===== src/rtl/signed_divider.sv =====
`default_nettype none
// ============================================================================
//  Module   : signed_divider
//  Purpose  : Iterative restoring signed divider producing quotient (lo) and
//             remainder (hi) with a fixed 33-cycle latency and a done pulse.
//  Revision : 1.0 - initial release
// ============================================================================
module signed_divider #(
    parameter int WIDTH = 32
) (
    input  logic             clk,
    input  logic             reset,
    input  logic             start,
    input  logic [WIDTH-1:0] dividend,
    input  logic [WIDTH-1:0] divisor,
    output logic             busy,
    output logic             done,
    output logic             div_zero,
    output logic [WIDTH-1:0] hi,
    output logic [WIDTH-1:0] lo
);

    localparam int c_cnt_w = $clog2(WIDTH) + 1;

    localparam logic [1:0] c_idle = 2'd0;
    localparam logic [1:0] c_calc = 2'd1;
    localparam logic [1:0] c_fix  = 2'd2;

    localparam logic [c_cnt_w-1:0] c_last_step = c_cnt_w'(WIDTH - 1);

    logic [1:0]         r_state;
    logic [1:0]         w_next_state;
    logic [c_cnt_w-1:0] r_count;
    logic [WIDTH-1:0]   r_q;
    logic [WIDTH-1:0]   r_rem;
    logic [WIDTH-1:0]   r_mag;
    logic               r_sign_q;
    logic               r_sign_r;
    logic               r_done;
    logic               r_div_zero;
    logic [WIDTH-1:0]   r_hi;
    logic [WIDTH-1:0]   r_lo;

    logic               w_divisor_zero;
    logic               w_accept;
    logic               w_zero_req;
    logic               w_step;
    logic               w_finish;
    logic [WIDTH-1:0]   w_dvd_mag;
    logic [WIDTH-1:0]   w_dvs_mag;
    logic [WIDTH:0]     w_rem_shifted;
    logic [WIDTH:0]     w_trial;

    assign w_divisor_zero = (divisor == '0);

    // Magnitudes are unsigned, so the most negative value maps onto 2^(WIDTH-1).
    assign w_dvd_mag = dividend[WIDTH-1] ? (~dividend + 1'b1) : dividend;
    assign w_dvs_mag = divisor[WIDTH-1]  ? (~divisor  + 1'b1) : divisor;

    assign w_rem_shifted = {r_rem, r_q[WIDTH-1]};
    assign w_trial       = w_rem_shifted - {1'b0, r_mag};

    // ------------------------------------------------------------------
    // State register
    // ------------------------------------------------------------------
    always_ff @(posedge clk) begin
        if (reset) begin
            r_state <= c_idle;
        end else begin
            r_state <= w_next_state;
        end
    end

    // ------------------------------------------------------------------
    // Next-state logic
    // ------------------------------------------------------------------
    always_comb begin
        w_next_state = r_state;
        case (r_state)
            c_idle: begin
                if (start && !w_divisor_zero) begin
                    w_next_state = c_calc;
                end
            end
            c_calc: begin
                if (r_count == c_last_step) begin
                    w_next_state = c_fix;
                end
            end
            c_fix: begin
                w_next_state = c_idle;
            end
            default: begin
                w_next_state = c_idle;
            end
        endcase
    end

    // ------------------------------------------------------------------
    // Output / control decode
    // ------------------------------------------------------------------
    always_comb begin
        busy       = 1'b0;
        w_accept   = 1'b0;
        w_zero_req = 1'b0;
        w_step     = 1'b0;
        w_finish   = 1'b0;
        case (r_state)
            c_idle: begin
                w_accept   = start && !w_divisor_zero;
                w_zero_req = start &&  w_divisor_zero;
            end
            c_calc: begin
                busy   = 1'b1;
                w_step = 1'b1;
            end
            c_fix: begin
                busy     = 1'b1;
                w_finish = 1'b1;
            end
            default: begin
                busy = 1'b0;
            end
        endcase
    end

    // ------------------------------------------------------------------
    // Datapath and result registers
    // ------------------------------------------------------------------
    always_ff @(posedge clk) begin
        if (reset) begin
            r_count    <= '0;
            r_q        <= '0;
            r_rem      <= '0;
            r_mag      <= '0;
            r_sign_q   <= 1'b0;
            r_sign_r   <= 1'b0;
            r_done     <= 1'b0;
            r_div_zero <= 1'b0;
            r_hi       <= '0;
            r_lo       <= '0;
        end else begin
            r_done     <= 1'b0;
            r_div_zero <= 1'b0;

            if (w_accept) begin
                r_q      <= w_dvd_mag;
                r_mag    <= w_dvs_mag;
                r_rem    <= '0;
                r_sign_q <= dividend[WIDTH-1] ^ divisor[WIDTH-1];
                r_sign_r <= dividend[WIDTH-1];
                r_count  <= '0;
            end

            if (w_zero_req) begin
                r_done     <= 1'b1;
                r_div_zero <= 1'b1;
            end

            if (w_step) begin
                // Restoring step: keep the trial remainder only when it did not go negative.
                if (!w_trial[WIDTH]) begin
                    r_rem <= w_trial[WIDTH-1:0];
                end else begin
                    r_rem <= w_rem_shifted[WIDTH-1:0];
                end
                r_q     <= {r_q[WIDTH-2:0], ~w_trial[WIDTH]};
                r_count <= r_count + 1'b1;
            end

            if (w_finish) begin
                r_lo   <= r_sign_q ? (~r_q   + 1'b1) : r_q;
                r_hi   <= r_sign_r ? (~r_rem + 1'b1) : r_rem;
                r_done <= 1'b1;
            end
        end
    end

    assign done     = r_done;
    assign div_zero = r_div_zero;
    assign hi       = r_hi;
    assign lo       = r_lo;

endmodule
`default_nettype wire


===== config.mk =====
export PLATFORM = sky130hd
export DESIGN_NAME = signed_divider
export DESIGN_NICKNAME = d
export VERILOG_FILES = /design/src/rtl/signed_divider.sv
export SDC_FILE = /design/constraint.sdc
export NUM_CORES = 1
export LEC_CHECK = 0
export CORE_MARGIN = 4
export CORE_UTILIZATION = 43
export CTS_CLUSTER_DIAMETER = 60
export CTS_CLUSTER_SIZE = 16
export DETAILED_ROUTE_END_ITERATION = 16
export PLACE_DENSITY_LB_ADDON = 0.05
export SYNTH_ARGS = -nofsm -noshare
export SYNTH_HDL_FRONTEND = slang
export SYNTH_SLANG_ARGS = --single-unit

===== constraint.sdc =====
create_clock -name clk -period 4 [get_ports clk]
set_input_delay 1.2 -clock clk [delete_from_list [all_inputs] [get_ports clk]]
set_output_delay 1.2 -clock clk [all_outputs]
set_load 0.02 [all_outputs]

==> key figures, run 1 <==
Detailed routing
  – DRT antenna net count: 0
  – Routed len/inst: 16.3 um
  – Drt drc: 0
  – WL final: 30100 um
  – Routed vias/inst: about 5.4
  – Drt first pass iters: 5
  – Detailed Route Iter0 Violations: 716
  – Vias: roughly 10000

Floorplan
  – I/O Pins: 134
  – Die Y: roughly 170 um
  – Core box area: about 25000 um^2
  – Area of the die: ~28000 um^2
  – Die width: between 150 and 200 um
  – Initial Util: 0.436
  – Std cell rows: between 50 and 60

Power and ir drop
  – Seq pwr share: 0.384
  – VDD IR max: 0.203 mV
  – Clock power share: 0.313
  – P_int: 3.44 mW
  – Static Leakage: a little over 5 nW
  – Power Density: between 400 and 500 nW/um^2
  – Comb pwr share: 0.302
  – Switch Pwr: approximately 2.0 mW
  – Sw Share: 0.366

Yosys
  – Synth Flop Type: dfxtp_1
  – Cells after synthesis: 1387
  – Asr flop ratio synth: 0
  – Mapped Avg Cell Area: around 7.9 um^2
  – Post-synthesis sequential area ratio: 0.314
  – Largest area contributor in the netlist: dfxtp_1
  – Top cells by area, synth: dfxtp_1 (31%), xor2_1 (8.2%), a211oi_1 (7.7%)
  – Seq cells post-synth: between 150 and 200
  – Post-synth cell types: 74
  – Total nets after synthesis: ~1500
  – Commonest cells post-synth: nor2_1 (189), dfxtp_1 (172), nand2_1 (122)
  – Synth warn: 0
  – Yosys top cell area share: 0.314
  – Count leader, synth: nor2_1
  – Post-synth EDFFs: 0
  – Netlist Area Pre-Place: approximately 11000 um^2

Clocking
  – CTS clk-pin slew, worst paths: 70 ps
  – Num CTS Buffers: 17
  – Clock Tree Buf Depth: 2
  – PostCTS Resize Cnt: 0
  – Root buffer cell: clkbuf_16
  – Worst-Skew Late Latency: ~440 ps
  – TritonCTS clock tree: done
  – CTS sink count: between 150 and 200
  – Setup bufs post-CTS: 0
  – H-Tree Depth: 4
  – # hold bufs at CTS: 0

Placed design
  – Area after DPL: around 13000 um^2
  – Routability Congestion: between 0.8 and 0.9
  – Input/output buffers: approximately 130
  – DP Wirelength: between 20000 and 25000 um
  – Placed Cells: between 1500 and 2000

Worst setup path
  – CP max FO: 4
  – Worst setup EP type: flop
  – RR Endpoint: r_rem[0]$_SDFFE_PP0P_
  – CP Class: input port to flop
  – CP most frequent cell: or4_4
  – Reg2Reg Launch Point: r_mag[25]$_SDFFE_PP0P_
  – Reg2reg setup slack: 450 ps
  – CP Cell Sequence: clkdlybuf4s50_1, or4_4, or3_1, or4_4, or3_4, o41ai_4, xnor2_1, nor2_1, o32ai_1
  – Worst EP arrival: 4100 ps
  – Worst Reg-to-Reg Cells: 12
  – Slowest cell on crit path: or4_4
  – Crit start category: input port
  – Max incr delay on CP: roughly 550 ps
  – Req. time, crit path: around 4300 ps

Finish
  – Inserted Diodes: 0
  – Fin area: between 10000 and 15000 um^2
  – Multi-input gate area: ~7000 um^2
  – Area taken by flip-flops and latches: about 3400 um^2
  – Final Util: 0.534
  – Fill count: between 2000 and 2500
  – Total Nets Final: 1615
  – Area grow syn2layout: 22.6%
  – Share of cells above drive strength 1: 0.0816
  – Final Instance Count excl. Fillers: about 1900

STA
  – Tmin final: ~3800 ps
  – Slew HR: 0.335
  – Worst Skew: approximately 17 ps
  – F_max: ~270 MHz
  – Final slew viol count: 0
  – RSZ-0062 raised after global routing: false
  – # setup viols final: 0
  – Hold Slack: between 400 and 500 ps
  – Final period util: 0.940
  – Final hold violations: 0
  – Tightest Pin Transition: approximately 1000 ps

Global routing
  – Total GRT Usage: 0.210
  – Largest net degree at the start of global routing: 83
  – Vias in the first global route: between 8000 and 9000
  – Initial antenna violation count: 0
  – Global-route wire length before repair: 48700 um
  – Total gr overflow: 0

Min path
  – Hold Crit Depth: 2
  – Worst Hold Endpoint: r_mag[14]$_SDFFE_PP0P_
  – Beginning of the worst hold path: r_mag[14]$_SDFFE_PP0P_
  – Worst Hold Class: flop to flop

Job
  – Max_cap viols: 0

Status
  – Outcome: completed
[cell type report]
class	count	area share
Clock buffer	17	0.0316
Sequential cell	172	0.256
Multi-Input combinational cell	1073	0.519
Timing Repair Buffer	190	0.135
Tap cell	330	0.0307
Inverter	53	0.0148
Clock inverter	15	0.0128
[worst max path at each step]
stage / from / to / cells past startpoint
3_3_place_gp: dividend[8] / r_q[25]$_SDFFE_PP0P_ / 10
6_report: dividend[8] / r_q[30]$_SDFFE_PP0P_ / 9
2_1_floorplan: dividend[8] / r_q[30]$_SDFFE_PP0P_ / 9
4_1_cts: dividend[8] / r_q[30]$_SDFFE_PP0P_ / 9
3_5_place_dp: dividend[8] / r_q[30]$_SDFFE_PP0P_ / 9
5_1_grt: dividend[8] / r_q[24]$_SDFFE_PP0P_ / 10
[routing by layer]
layer / track usage / wire length, um
met1: 0.355 / 16900
met3: 0.0319 / 1670
met4: 0.0438 / 252
met2: 0.274 / 11300
met5: 0 / 0
[placed cells by master, fill, tap and decap left out, types with 42 or more instances in the layout]
| master | netlist | final |
|---|---|---|
| nor2_1 | 189 | 188 |
| dfxtp_1 | 172 | 172 |
| clkdlybuf4s50_1 | 0 | 132 |
| nand2_1 | 122 | 122 |
| a211oi_1 | 112 | 112 |
| xor2_1 | 103 | 103 |
| a21oi_1 | 72 | 72 |
| inv_1 | 53 | 53 |
| buf_4 | 0 | 53 |
| o21ai_0 | 49 | 49 |
| xnor2_1 | 42 | 42 |
[sequential cells by signal, summed over array words and instances (netlist names)]
name,cells
hi,32
lo,32
r_mag,32
r_q,32
r_rem,32
r_count,6
r_state,2
div_zero,1
done,1
r_sign_q,1
r_sign_r,1
[logic make-up (layout without fill, tap and decap cells)]
logic type	count (synthesis)	after routing	synth area share
and+or+nand+nor	459	459	0.195
AOI/OAI and AO/OA	400	400	0.250
DFF	172	172	0.314
xor gates and xnor gates	145	145	0.116
buffers and inverters	142	275	0.0523
adders and majority gates	41	41	0.0474
muxes	28	28	0.0256
[power groups by stage]
| stage | clock, mW | sequential, mW | combinational [mW] |
|---|---|---|---|
| finish | 1.70 | 2.09 | 1.64 |
| global route | 1.81 | 2.11 | 1.83 |
| CTS | 1.74 | 2.08 | 1.65 |
| detailed placement | 0 | 2.12 | 1.64 |
| global placement | 0 | 2.12 | 1.63 |
| floorplan | 0 | 2.14 | 1.03 |
[metrics by stage]
step | total power, mW | TNS [ps] | worst slack, ps
2_1_floorplan | 3.17 | 0 | 245
3_3_place_gp | 3.75 | -1030 | -178
3_5_place_dp | 3.77 | -1320 | -212
4_1_cts | 5.47 | 0 | 247
5_1_grt | 5.75 | 0 | 164
6_report | 5.43 | 0 | 241
[worst max-delay path, delay by kind of cell]
| family | cells | cell delay (ps) |
|---|---|---|
| buf+inv | 1 | 420 |
| simple gates | 5 | 1850 |
| compound gates | 2 | 480 |
| xor+xnor | 1 | 150 |
(Power assumes the default switching activity.)
==> inputs of run 2 (changes only) <==
Settings changed: CORE_UTILIZATION 43 to 40, PLACE_DENSITY_LB_ADDON 0.05 to unset.
==> run 2 against run 1 <==
Compared with the run above:
- core utilization decreased by 3.6 points
- first-iteration DRC count increased by 8.2%
- critical path depth unchanged
- setup slack got worse by 35 ps
- sequential share of layout area about the same
- non-clock buffer count decreased by 7
- wire length increased by 2.1%
- count of clock-buffer cells in the layout increased by 2
- power increased by 0.56%
- cell count increased by 0.22%
==> key figures, run 2 (synthesis gave the netlist of run 1 again) <==
Floorplan
  – Die Y: 174 um (+3.5%)
  – Std cell rows: 60 (+3.4%)
  – Initial Util: 0.407 (-0.0286)
  – Area of the die: 30200 um^2 (+7.1%)
  – I/O Pins: 134 (unchanged)
  – Core box area: 27000 um^2 (+7.0%)
  – Die width: 174 um (+3.5%)

Finish
  – Total Nets Final: 1608 (-0.43%)
  – Fill count: 2586 (+5.5%)
  – Area grow syn2layout: 22.3%
  – Inserted Diodes: 0 (unchanged)
  – Commonest non-fill, non-tap cell in the layout: nor2_1
  – Share of cells above drive strength 1: 0.0767 (-0.00491)
  – Fin area: 13400 um^2 (-0.19%)
  – Commonest cells after routing, fill and taps aside: nor2_1 (188), dfxtp_1 (172), clkdlybuf4s50_1 (132)

Global routing
  – Global-route wire length before repair: 50000 um (+2.6%)
  – Total GRT Usage: 0.199 (-0.0109)
  – GRT Max-Usage Layer: met1
  – Total gr overflow: 0 (unchanged)
  – Met3 Use GR: 0.0292 (-0.00271)
  – Met2 Usage GRT: 0.274 (+0.000643)
  – Vias in the first global route: 9372 (+4.5%)
  – Initial antenna violation count: 0 (unchanged)
  – Largest net degree at the start of global routing: 94 (+13%)
  – Met1 usage: 0.322 (-0.0325)

Clocking
  – H-Tree Depth: 4 (unchanged)
  – Clock Tree Buf Depth: 2 (unchanged)
  – Num CTS Buffers: 17 (unchanged)
  – # hold bufs at CTS: 0 (unchanged)
  – CTS clk-pin slew, worst paths: 70 ps (about the same)
  – PostCTS Resize Cnt: 0 (unchanged)
  – Worst-Skew Late Latency: 430 ps (about the same)
  – Root buffer cell: clkbuf_16
  – Setup bufs post-CTS: 0 (unchanged)
  – CTS sink count: 172 (unchanged)
  – TritonCTS clock tree: done

Placed design
  – Pre-CTS setup slack: -251 ps (-38.4 ps)
  – Input/output buffers: 133 (unchanged)
  – Routability Congestion: 0.896 (about the same)
  – DP Wirelength: 23300 um (+1.0%)
  – Area after DPL: 12800 um^2 (-0.20%)

Status
  – Outcome: completed

Worst setup path
  – Worst setup EP type: flop
  – CP Class: input port to flop
  – CP startpoint: dividend[8]
  – Worst EP arrival: 4130 ps (+30 ps)
  – Req. time, crit path: 4330 ps (about the same)
  – Reg2Reg Launch Point: r_rem[16]$_SDFFE_PP0P_
  – Crit start category: input port
  – CP max FO: 4 (unchanged)

Power and ir drop
  – Switch Pwr: 1.94 mW (-2.6%)
  – P_int: 3.53 mW (+2.4%)
  – Seq pwr share: 0.381 (-0.003)
  – VDD IR max: 0.246 mV (+21%)
  – Sw Share: 0.354 (-0.0113)
  – Static Leakage: 5.01 nW (-0.54%)
  – Comb pwr share: 0.304 (+0.002)
  – Clock power share: 0.315 (+0.002)
  – Power Density: 407 nW/um^2 (+0.75%)
  – Final Power: 5.46 mW (+0.56%)

STA
  – Final period util: 0.949 (+0.00880)
  – RSZ-0062 raised after global routing: false
  – # setup viols final: 0 (unchanged)
  – Slew HR: 0.305 (-0.0302)
  – Hold Slack: 483 ps (+5.27 ps)
  – Tightest Pin Transition: 1040 ps (+46.6 ps)
  – Final hold violations: 0 (unchanged)
  – Worst Skew: 10.7 ps (-6.48 ps)
  – Worst setup margin: 206 ps (-35.2 ps)
  – F_max: 264 MHz (-0.93%)
  – Final slew viol count: 0 (unchanged)
  – Fin Setup TNS: 0 ps (unchanged)
  – Tmin final: 3790 ps (+35.2 ps)

Min path
  – Beginning of the worst hold path: r_mag[0]$_SDFFE_PP0P_
  – Worst Hold Class: flop to flop

Detailed routing
  – DRT antenna net count: 0 (unchanged)
  – Routed len/inst: 16.6 um (+1.9%)
  – Vias: 10100 (+1.1%)
  – Detailed Route Iter0 Violations: 775 (+8.2%)
  – WL final: 30800 um (+2.1%)
  – Routed vias/inst: 5.47 (+0.89%)
  – Drt first pass iters: 5 (unchanged)
  – Drt drc: 0 (unchanged)

Job
  – Max_cap viols: 0 (unchanged)
[run 2: cell count changes in the layout (fill, tap and decap cells not counted), moves of 2 or more]
cell,change
buf_4,-8
clkinv_4,+2
clkbuf_8,+2
clkinv_8,-4
[run 2: path summary, 6_finish.rpt]
path	endpoint	slack (ps)	depth (start not counted)
max	r_q[30]$_SDFFE_PP0P_	210	9
min	r_mag[0]$_SDFFE_PP0P_	480	2
max reg2reg	r_rem[9]$_SDFFE_PP0P_	440	11
min reg2reg	r_mag[0]$_SDFFE_PP0P_	480	2
[run 2: metrics by stage]
stage | util | cells
4_1_cts | 0.498 | 1854
3_5_place_dp | 0.476 | 1822
6_report | 0.498 | 1854
2_1_floorplan | - | 1387
5_1_grt | 0.498 | 1854
3_3_place_gp | 0.476 | 1822
[run 2: final cells by class]
class | instances | area (um^2) | area share
timing repair buffer | 183 | 1780 | 0.132
multi-input combinational | 1073 | 6980 | 0.520
inverter | 53 | 199 | 0.0148
tap | 341 | 427 | 0.0318
clock buffer | 19 | 453 | 0.0337
sequential | 172 | 3440 | 0.256
clock inverter | 13 | 146 | 0.0109
[run 2: worst max-delay path, cell delays in order]
cell and delay [ps]:
clkdlybuf4s50_1 420, or4_4 530, or3_1 370, or4_4 500, or3_4 380, o41ai_4 220, xnor2_1 150, nor2_1 60
o32ai_1 290
[run 2: power groups by stage]
stage               clock, mW  sequential (mW)  combinational (mW)
global placement            0             2.11                1.64
detailed placement          0             2.12                1.65
floorplan                   0             2.14                1.03
finish                   1.72             2.08                1.66
CTS                      1.74             2.08                1.66
global route             1.82             2.10                1.84
[run 2: per-layer routing]
| layer | share of wire | vias to the layer above | wire, um |
|---|---|---|---|
| met2 | 0.40 | 226 | 12200 |
| met1 | 0.55 | 4696 | 16800 |
| met3 | 0.045 | 19 | 1390 |
| li1 | - | 5208 | - |
| met4 | 0.011 | 0 | 342 |
| met5 | 0 | - | 0 |
